===== src/rtl/bsg_manycore_ruche_x_link_pipe_if.sv =====
// Ruche-X link bundle: per-lane valid/ready handshake plus flat payload.
// Ports: v (lanes_p), data (lanes_p*width_p), ready (lanes_p); master drives v/data.
interface bsg_manycore_ruche_x_link_pipe_if #(
  parameter int width_p = 8,
  parameter int lanes_p = 3
);
  logic [lanes_p-1:0]         v;
  logic [lanes_p*width_p-1:0] data;
  logic [lanes_p-1:0]         ready;

  modport master (output v, output data, input ready);
  modport slave  (input v, input data, output ready);
endinterface


===== src/rtl/bsg_manycore_ruche_x_link_pipe.sv =====
// Elastic ruche-X link pipe: per-lane skid-buffer chain, output rotation/inversion.
// Ports: clk_i, reset_ni, link_i (slave: v_i/data_i/ready_o), link_o (master:
// v_o/data_o/ready_i), stat_clear_i, stall_cnt_o. Stall counters built only
// when BSG_MANYCORE_RUCHE_PIPE_STATS_EN is defined.
module bsg_manycore_ruche_x_link_pipe #(
  parameter int width_p        = 8,
  parameter int ruche_factor_p = 3,
  parameter int num_stages_p   = 2,
  parameter int rotate_p       = 1,
  parameter logic [ruche_factor_p-1:0] invert_mask_p = '0,
  parameter int stat_width_p   = 32
) (
  input  logic clk_i,
  input  logic reset_ni,
  bsg_manycore_ruche_x_link_pipe_if.slave  link_i,
  bsg_manycore_ruche_x_link_pipe_if.master link_o,
  input  logic stat_clear_i,
  output logic [ruche_factor_p*stat_width_p-1:0] stall_cnt_o
);
  localparam int R = ruche_factor_p;
  localparam int N = num_stages_p;
  localparam int W = width_p;

  logic [R-1:0] w_lv;
  logic [R-1:0] w_dn_rdy;
  logic [W-1:0] w_ld [R];
  logic [R-1:0] w_vo;

  for (genvar l = 0; l < R; l++) begin : g_lane
    localparam int DST = (rotate_p != 0) ? (l + 1) % R : l;

    logic [N:0]   w_v;
    logic [N:0]   w_rdy;
    logic [W-1:0] w_d [N+1];

    assign w_v[0]   = link_i.v[l];
    assign w_d[0]   = link_i.data[l*W +: W];
    assign w_rdy[N] = w_dn_rdy[l];
    assign w_dn_rdy[l] = link_o.ready[DST];

    for (genvar s = 0; s < N; s++) begin : g_stg
      logic [1:0]   r_cnt;
      logic         r_rdy;
      logic [W-1:0] r_head;
      logic [W-1:0] r_skid;
      logic         w_enq;
      logic         w_deq;
      logic [1:0]   w_cnt_n;

      assign w_enq = w_v[s] & r_rdy;
      assign w_deq = (r_cnt != 2'd0) & w_rdy[s+1];

      always_comb begin
        w_cnt_n = r_cnt;
        if (w_enq && !w_deq)
          w_cnt_n = r_cnt + 2'd1;
        else if (!w_enq && w_deq)
          w_cnt_n = r_cnt - 2'd1;
      end

      // r_head is the visible entry; r_skid catches the beat that
      // arrives while the head is stalled.
      always_ff @(posedge clk_i or negedge reset_ni) begin
        if (!reset_ni) begin
          r_cnt  <= '0;
          r_rdy  <= 1'b0;
          r_head <= '0;
          r_skid <= '0;
        end else begin
          r_cnt <= w_cnt_n;
          r_rdy <= (w_cnt_n != 2'd2);
          if (w_enq && (r_cnt == 2'd0 || w_deq))
            r_head <= w_d[s];
          else if (w_deq && r_cnt == 2'd2)
            r_head <= r_skid;
          if (w_enq && !w_deq && r_cnt == 2'd1)
            r_skid <= w_d[s];
        end
      end

      assign w_v[s+1]  = (r_cnt != 2'd0);
      assign w_d[s+1]  = r_head;
      assign w_rdy[s]  = r_rdy;
    end

    // Gating by reset matters only for the stateless pass-through build.
    assign link_i.ready[l] = w_rdy[0] & reset_ni;
    assign w_lv[l] = w_v[N];
    assign w_ld[l] = w_d[N];
  end

  for (genvar k = 0; k < R; k++) begin : g_out
    localparam int SRC = (rotate_p != 0) ? (k + R - 1) % R : k;
    logic w_inv;

    assign w_vo[k] = w_lv[SRC] & reset_ni;
    assign w_inv   = invert_mask_p[k] & w_vo[k];
    assign link_o.v[k] = w_vo[k];
    assign link_o.data[k*W +: W] =
      {W{reset_ni}} & (w_ld[SRC] ^ {W{w_inv}});
  end

`ifdef BSG_MANYCORE_RUCHE_PIPE_STATS_EN
  for (genvar k = 0; k < R; k++) begin : g_st
    logic [stat_width_p-1:0] r_st;

    always_ff @(posedge clk_i or negedge reset_ni) begin
      if (!reset_ni)
        r_st <= '0;
      else if (stat_clear_i)
        r_st <= '0;
      else if (w_vo[k] && !link_o.ready[k] && !(&r_st))
        r_st <= r_st + stat_width_p'(1);
    end

    assign stall_cnt_o[k*stat_width_p +: stat_width_p] = r_st;
  end
`else
  logic w_unused;
  assign w_unused    = stat_clear_i;
  assign stall_cnt_o = '0;
`endif
endmodule


===== src/flat_wrapper.sv =====
// flat-port wrapper written by rule: the top's interface ports become plain ports
module bsg_manycore_ruche_x_link_pipe_flat 
#(
  parameter int width_p        = 8,
  parameter int ruche_factor_p = 3,
  parameter int num_stages_p   = 2,
  parameter int rotate_p       = 1,
  parameter logic [ruche_factor_p-1:0] invert_mask_p = '0,
  parameter int stat_width_p   = 32
)
  (clk_i, reset_ni, stat_clear_i, stall_cnt_o, link_i_v, link_i_data, link_i_ready, link_o_v, link_o_data, link_o_ready);
  bsg_manycore_ruche_x_link_pipe_if #(.width_p(width_p), .lanes_p((3))) link_i_i ();
  bsg_manycore_ruche_x_link_pipe_if #(.width_p(width_p), .lanes_p((3))) link_o_i ();
  input  logic clk_i;
  input  logic reset_ni;
  input  logic stat_clear_i;
  output logic [ruche_factor_p*stat_width_p-1:0] stall_cnt_o;
  input wire logic [$bits(link_i_i.v)-1:0] link_i_v;
  input wire logic [$bits(link_i_i.data)-1:0] link_i_data;
  output wire logic [$bits(link_i_i.ready)-1:0] link_i_ready;
  output wire logic [$bits(link_o_i.v)-1:0] link_o_v;
  output wire logic [$bits(link_o_i.data)-1:0] link_o_data;
  input wire logic [$bits(link_o_i.ready)-1:0] link_o_ready;
  assign link_i_i.v = link_i_v;
  assign link_i_i.data = link_i_data;
  assign link_i_ready = link_i_i.ready;
  assign link_o_v = link_o_i.v;
  assign link_o_data = link_o_i.data;
  assign link_o_i.ready = link_o_ready;
  bsg_manycore_ruche_x_link_pipe #(.width_p(width_p), .ruche_factor_p(ruche_factor_p), .num_stages_p(num_stages_p), .rotate_p(rotate_p), .invert_mask_p(invert_mask_p), .stat_width_p(stat_width_p)) u_core (.clk_i(clk_i), .reset_ni(reset_ni), .link_i(link_i_i), .link_o(link_o_i), .stat_clear_i(stat_clear_i), .stall_cnt_o(stall_cnt_o));
endmodule

===== config.mk =====
export PLATFORM = sky130hd
export DESIGN_NAME = bsg_manycore_ruche_x_link_pipe_flat
export DESIGN_NICKNAME = d
export VERILOG_FILES = /design/src/rtl/bsg_manycore_ruche_x_link_pipe_if.sv /design/src/rtl/bsg_manycore_ruche_x_link_pipe.sv /design/src/flat_wrapper.sv
export SDC_FILE = /design/constraint.sdc
export NUM_CORES = 1
export LEC_CHECK = 0
export CORE_MARGIN = 3
export CORE_UTILIZATION = 25
export CTS_CLUSTER_DIAMETER = 50
export CTS_CLUSTER_SIZE = 12
export DETAILED_ROUTE_END_ITERATION = 8
export PLACE_DENSITY = 0.51
export SLEW_MARGIN = 20
export SYNTH_ARGS = -nofsm -noshare
export SYNTH_HDL_FRONTEND = slang
export SYNTH_SLANG_ARGS = --single-unit

===== constraint.sdc =====
create_clock -name clk_i -period 2 [get_ports clk_i]
set_clock_uncertainty 0.05 [all_clocks]
set_input_delay 0.3 -clock clk_i [delete_from_list [all_inputs] [get_ports clk_i]]
set_output_delay 0.3 -clock clk_i [all_outputs]
set_load 0.05 [all_outputs]

==> summary.md <==
| Metric | Value |
|---|---|
| Outcome | `finished clean` |
| Number of placed instances with taps included | `between 900 and 1000` |
| Share of power burned in the clock network | `22.4%` |
| Post-route non-filler standard cell count | `between 1000 and 1500` |
| Inserted Diodes | `0` |
| Classification of the worst setup path | `reg2reg` |
| CP peak stage delay | `around 430 ps` |
| Switching fraction of total power | `between 30% and 40%` |
| Library cell contributing the largest single delay on the critical path | `o32ai_1` |
| Clock sink count | `~110` |
| Max Freq | `~530 MHz` |
| Vias in the first global route | `just over 4000` |
| Most instantiated library cell after synthesis | `dfrtp_1` |
| Transition time at the pin with the least slew margin | `689 ps` |
| Number of buffers added by the clock tree synthesis step | `17` |
| Hold depth | `2` |
| Gate count of the mapped netlist | `between 500 and 600` |
| Clock transition at the registers of the reported paths | `about 60 ps` |
| Cell Pwr Density | `1710 nW/um2` |
| Most Crowded Layer GR | `met2` |
| Period minus WS final | `around 1900 ps` |
| Number of DRC markers in iteration 0 | `174` |
| P_sw | `between 5 and 6 mW` |
| Area of the mapped netlist | `a little over 6000 um2` |
| Initial DRT Pass Iterations | `4` |
| I/O pin total | `roughly 160` |
| Cell taking the most area after synthesis | `dfrtp_1` |
| Layout net count | `743` |
| Total number of yosys warnings | `0` |
| Detail Placement HPWL | `about 9.1 mm` |
| Crit-path max FO | `8` |
| Final setup violation count | `0` |
| Critical Path AT | `roughly 2100 ps` |
| Relative max-transition margin | `between 50% and 60%` |
| DRC | `0` |
| Required time reported for the critical path endpoint | `approximately 2300 ps` |
| Hold violation count in the final report | `0` |
| Fraction of the yosys area taken by sequential cells | `between 40% and 50%` |
| Smallest setup slack after layout | `about 110 ps` |
| Final-layout setup total negative slack | `0 ps` |
| Critical path, cell by cell | `inv_1 > ha_1 > nor2b_1 > nand2_1 > o32ai_1 > nor2_1` |
| Average instance area after synthesis | `roughly 10 um2` |
| Most area-consuming cells after synthesis | `dfrtp_1, buf_4, mux2_2` |
| Critical register-to-register path endpoint | `u_core.g_lane[0].g_stg[1].r_head[0]$_DFFE_PN0P_` |
| Unrepaired setup endpoints after global routing | `yes` |
| Latest clock arrival within the worst-skew pair | `~420 ps` |
| Via Count | `4137` |
| Number of port buffers | `61` |
| Internal Power | `approximately 8.4 mW` |
| Critical Path Source Type | `flip-flop` |
| Total overflow reported by the global router | `0` |
| Number of H-tree levels | `4` |
| Average wire length per cell after detail routing | `around 13 um` |
| Cell type group with the largest total delay on the critical path | `simple AND/OR/NAND/NOR gates` |
| Most instantiated cells after synthesis | `dfrtp_1, buf_4, nor2_1` |
| Number of antenna violations at the first check in global routing | `0` |
| Number of different library cells in the post-synthesis netlist | `40` |
| Share of the clock period used by the worst path after layout | `a little over nine tenths` |
| Overall routing resource usage | `roughly a tenth` |
| Count of maximum capacitance violations | `0` |
| Comb pwr share | `between 40% and 50%` |
| Min Hold Slack | `435 ps` |
| Final estimated routing congestion in global placement | `around 0.74` |
| Avg Vias per Cell | `a little over 4` |
| Horiz. Die Dim | `between 150 and 200 um` |
| Area enclosed by the die boundary | `about 26000 um2` |
| Number of flops mapped to enable cells by yosys | `0` |
| Met3 usage in global routing | `under 10%` |
| Worst Hold Launch | `u_core.g_lane[0].g_stg[1].r_head[3]$_DFFE_PN0P_` |
| Sequential Power Share | `between 30% and 40%` |
| Number of max-slew violations in the final report | `0` |
| Post-DRT Antenna Nets | `0` |
| Row cnt | `56` |
| Register-to-Register Setup Slack | `about 110 ps` |
| Clock tree buffer depth | `2` |
| Largest vdd supply drop | `around 0.69 mV` |
| Leakage power of the design | `3.56 nW` |
| Core area | `between 20000 and 25000 um2` |
| Flop and latch count out of synthesis | `between 100 and 150` |
| Area share of the largest cell type after synthesis | `46.5%` |
| Classification of the worst-slack hold path | `reg2reg` |
| Largest net degree at the start of global routing | `33` |
| Logic depth of the worst register-to-register path | `6` |
| WL final | `around 13 mm` |
| Buffers & Inverters on Critical Path | `1` |
| Met2 Resource Use GR | `15.2%` |
| Share of synthesized flip-flops with an asynchronous set or reset | `between 90% and 100%` |
| Capturing element type of the critical path | `flip-flop` |
| Global routing met1 resource utilization | `a little over an eighth` |
| Fraction of layout instances using a drive strength above 1 | `24.7%` |
| Global-route wire length before repair | `20.7 mm` |
| Startpoint of the most critical register-to-register path | `u_core.g_lane[0].g_stg[1].r_cnt[0]$_DFF_PN0_` |
| Hold Crit Endpoint | `u_core.g_lane[0].g_stg[1].r_head[3]$_DFFE_PN0P_` |
| Most used flip-flop cell after synthesis | `dfrtp_1` |
| TritonCTS clock tree | `done` |
| Vertical extent of the die | `163 um` |
| Root buffer cell | `clkbuf_16` |
| Setup Slack @ Placement | `47.3 ps` |
| Starting Density | `25.8%` |
| Area growth, synth to finish | `30.1%` |
sequential cells by signal, summed over array words and instances (netlist names):
| name | count |
|---|---|
| u_core.g_lane.g_stg.r_cnt | 12 |
| u_core.g_lane.g_stg.r_head | 48 |
| u_core.g_lane.g_stg.r_rdy | 6 |
| u_core.g_lane.g_stg.r_skid | 48 |
power groups by stage:
| stage | Combinational, mW | Sequential, mW | Clock (mW) |
|---|---|---|---|
| after global routing | 7.03 | 4.35 | 3.25 |
| after floorplan | 4.58 | 4.03 | 0 |
| after CTS | 6.40 | 4.20 | 3.14 |
| final | 6.40 | 4.19 | 3.06 |
| after global placement | 6.28 | 4.20 | 0 |
| after detailed placement | 6.34 | 4.22 | 0 |
what timing repair did:
action | 4_1_cts | 5_1_grt
cloned | 0 | 0
setup buffers | 0 | 3
setup endpoints to repair | 2 | 25
hold buffers | 4 | 0
gates resized for setup | 2 | 7
hold endpoints to repair | 60 | 0
cell usage in the layout, fill, tap and decap left out, drive strengths merged, types with 4 or more instances in the layout:
cell type / count
dfrtp: 114
conb: 96
nor2: 92
buf: 65
mux2: 49
and2: 33
clkdlybuf4s50: 30
a21oi: 25
o22ai: 23
nand2: 21
clkbuf: 19
ha: 18
mux2i: 14
inv: 13
nand2b: 11
xnor2: 8
or2: 8
o221a: 7
nand3: 6
nor2b: 6
and3: 5
o32ai: 5
clkinv: 5
o31ai: 4
clkinvlp: 4
o21ai: 4
tightest hold or removal path: stages, from the launching register on:
cell and delay, ps:
dfrtp_1 330, nor2_1 50, nor2_1 70
cell type report:
class	count	area (um2)
Sequential cell	114	2850
Clock buffer	19	433
Timing Repair Buffer	97	1260
Fill cell	2395	15800
Clock inverter	13	161
Tap cell	319	399
Inverter	12	45.0
Multi-Input combinational cell	450	2820
layer usage:
layer | share of wire [%] | wire [um]
met5 | 0 | 0
met4 | 1.3 | 172
met3 | 5.7 | 744
met2 | 45 | 5870
met1 | 48 | 6180
cell families (layout without fill, tap and decap cells):
group / Yosys count / after routing / synth area share (%)
adder cells (fa/ha/maj): 18 / 18 / 3.67
buffers and inverters: 122 / 141 / 13.8
XOR/XNOR: 8 / 8 / 1.14
AO/OA/AOI/OAI: 76 / 76 / 8.25
AND/OR/NAND/NOR: 189 / 189 / 15.2
flip-flops: 114 / 114 / 46.5
multiplexers: 63 / 63 / 11.3
other: 1 / 96 / 0.0612
how the worst max path moves through the flow:
stage	start	endpoint	slack, ps	cells after the start
3_5_place_dp	link_o_ready[1]	u_core.g_lane[0].g_stg[1].r_head[7]$_DFFE_PN0P_	50	5
2_1_floorplan	u_core.g_lane[2].g_stg[0].r_cnt[0]$_DFF_PN0_	u_core.g_lane[2].g_stg[0].r_skid[0]$_DFFE_PN0P_	230	7
3_3_place_gp	link_o_ready[1]	u_core.g_lane[0].g_stg[1].r_head[7]$_DFFE_PN0P_	40	5
4_1_cts	u_core.g_lane[1].g_stg[1].r_cnt[0]$_DFF_PN0_	link_o_v[2]	9	5
6_report	u_core.g_lane[0].g_stg[1].r_cnt[0]$_DFF_PN0_	u_core.g_lane[0].g_stg[1].r_head[0]$_DFFE_PN0P_	110	6
5_1_grt	u_core.g_lane[0].g_stg[1].r_cnt[0]$_DFF_PN0_	u_core.g_lane[0].g_stg[1].r_head[4]$_DFFE_PN0P_	-20	6
through the flow:
step	instance area, um2	power (mW)	util [%]
6_report	7980	13.6	33.6
3_5_place_dp	7260	10.6	30.6
2_1_floorplan	6490	8.62	-
4_1_cts	7920	13.7	33.3
5_1_grt	7980	14.6	33.6
3_3_place_gp	7260	10.5	30.6
Note: power is estimated with default switching activity, not from simulation.
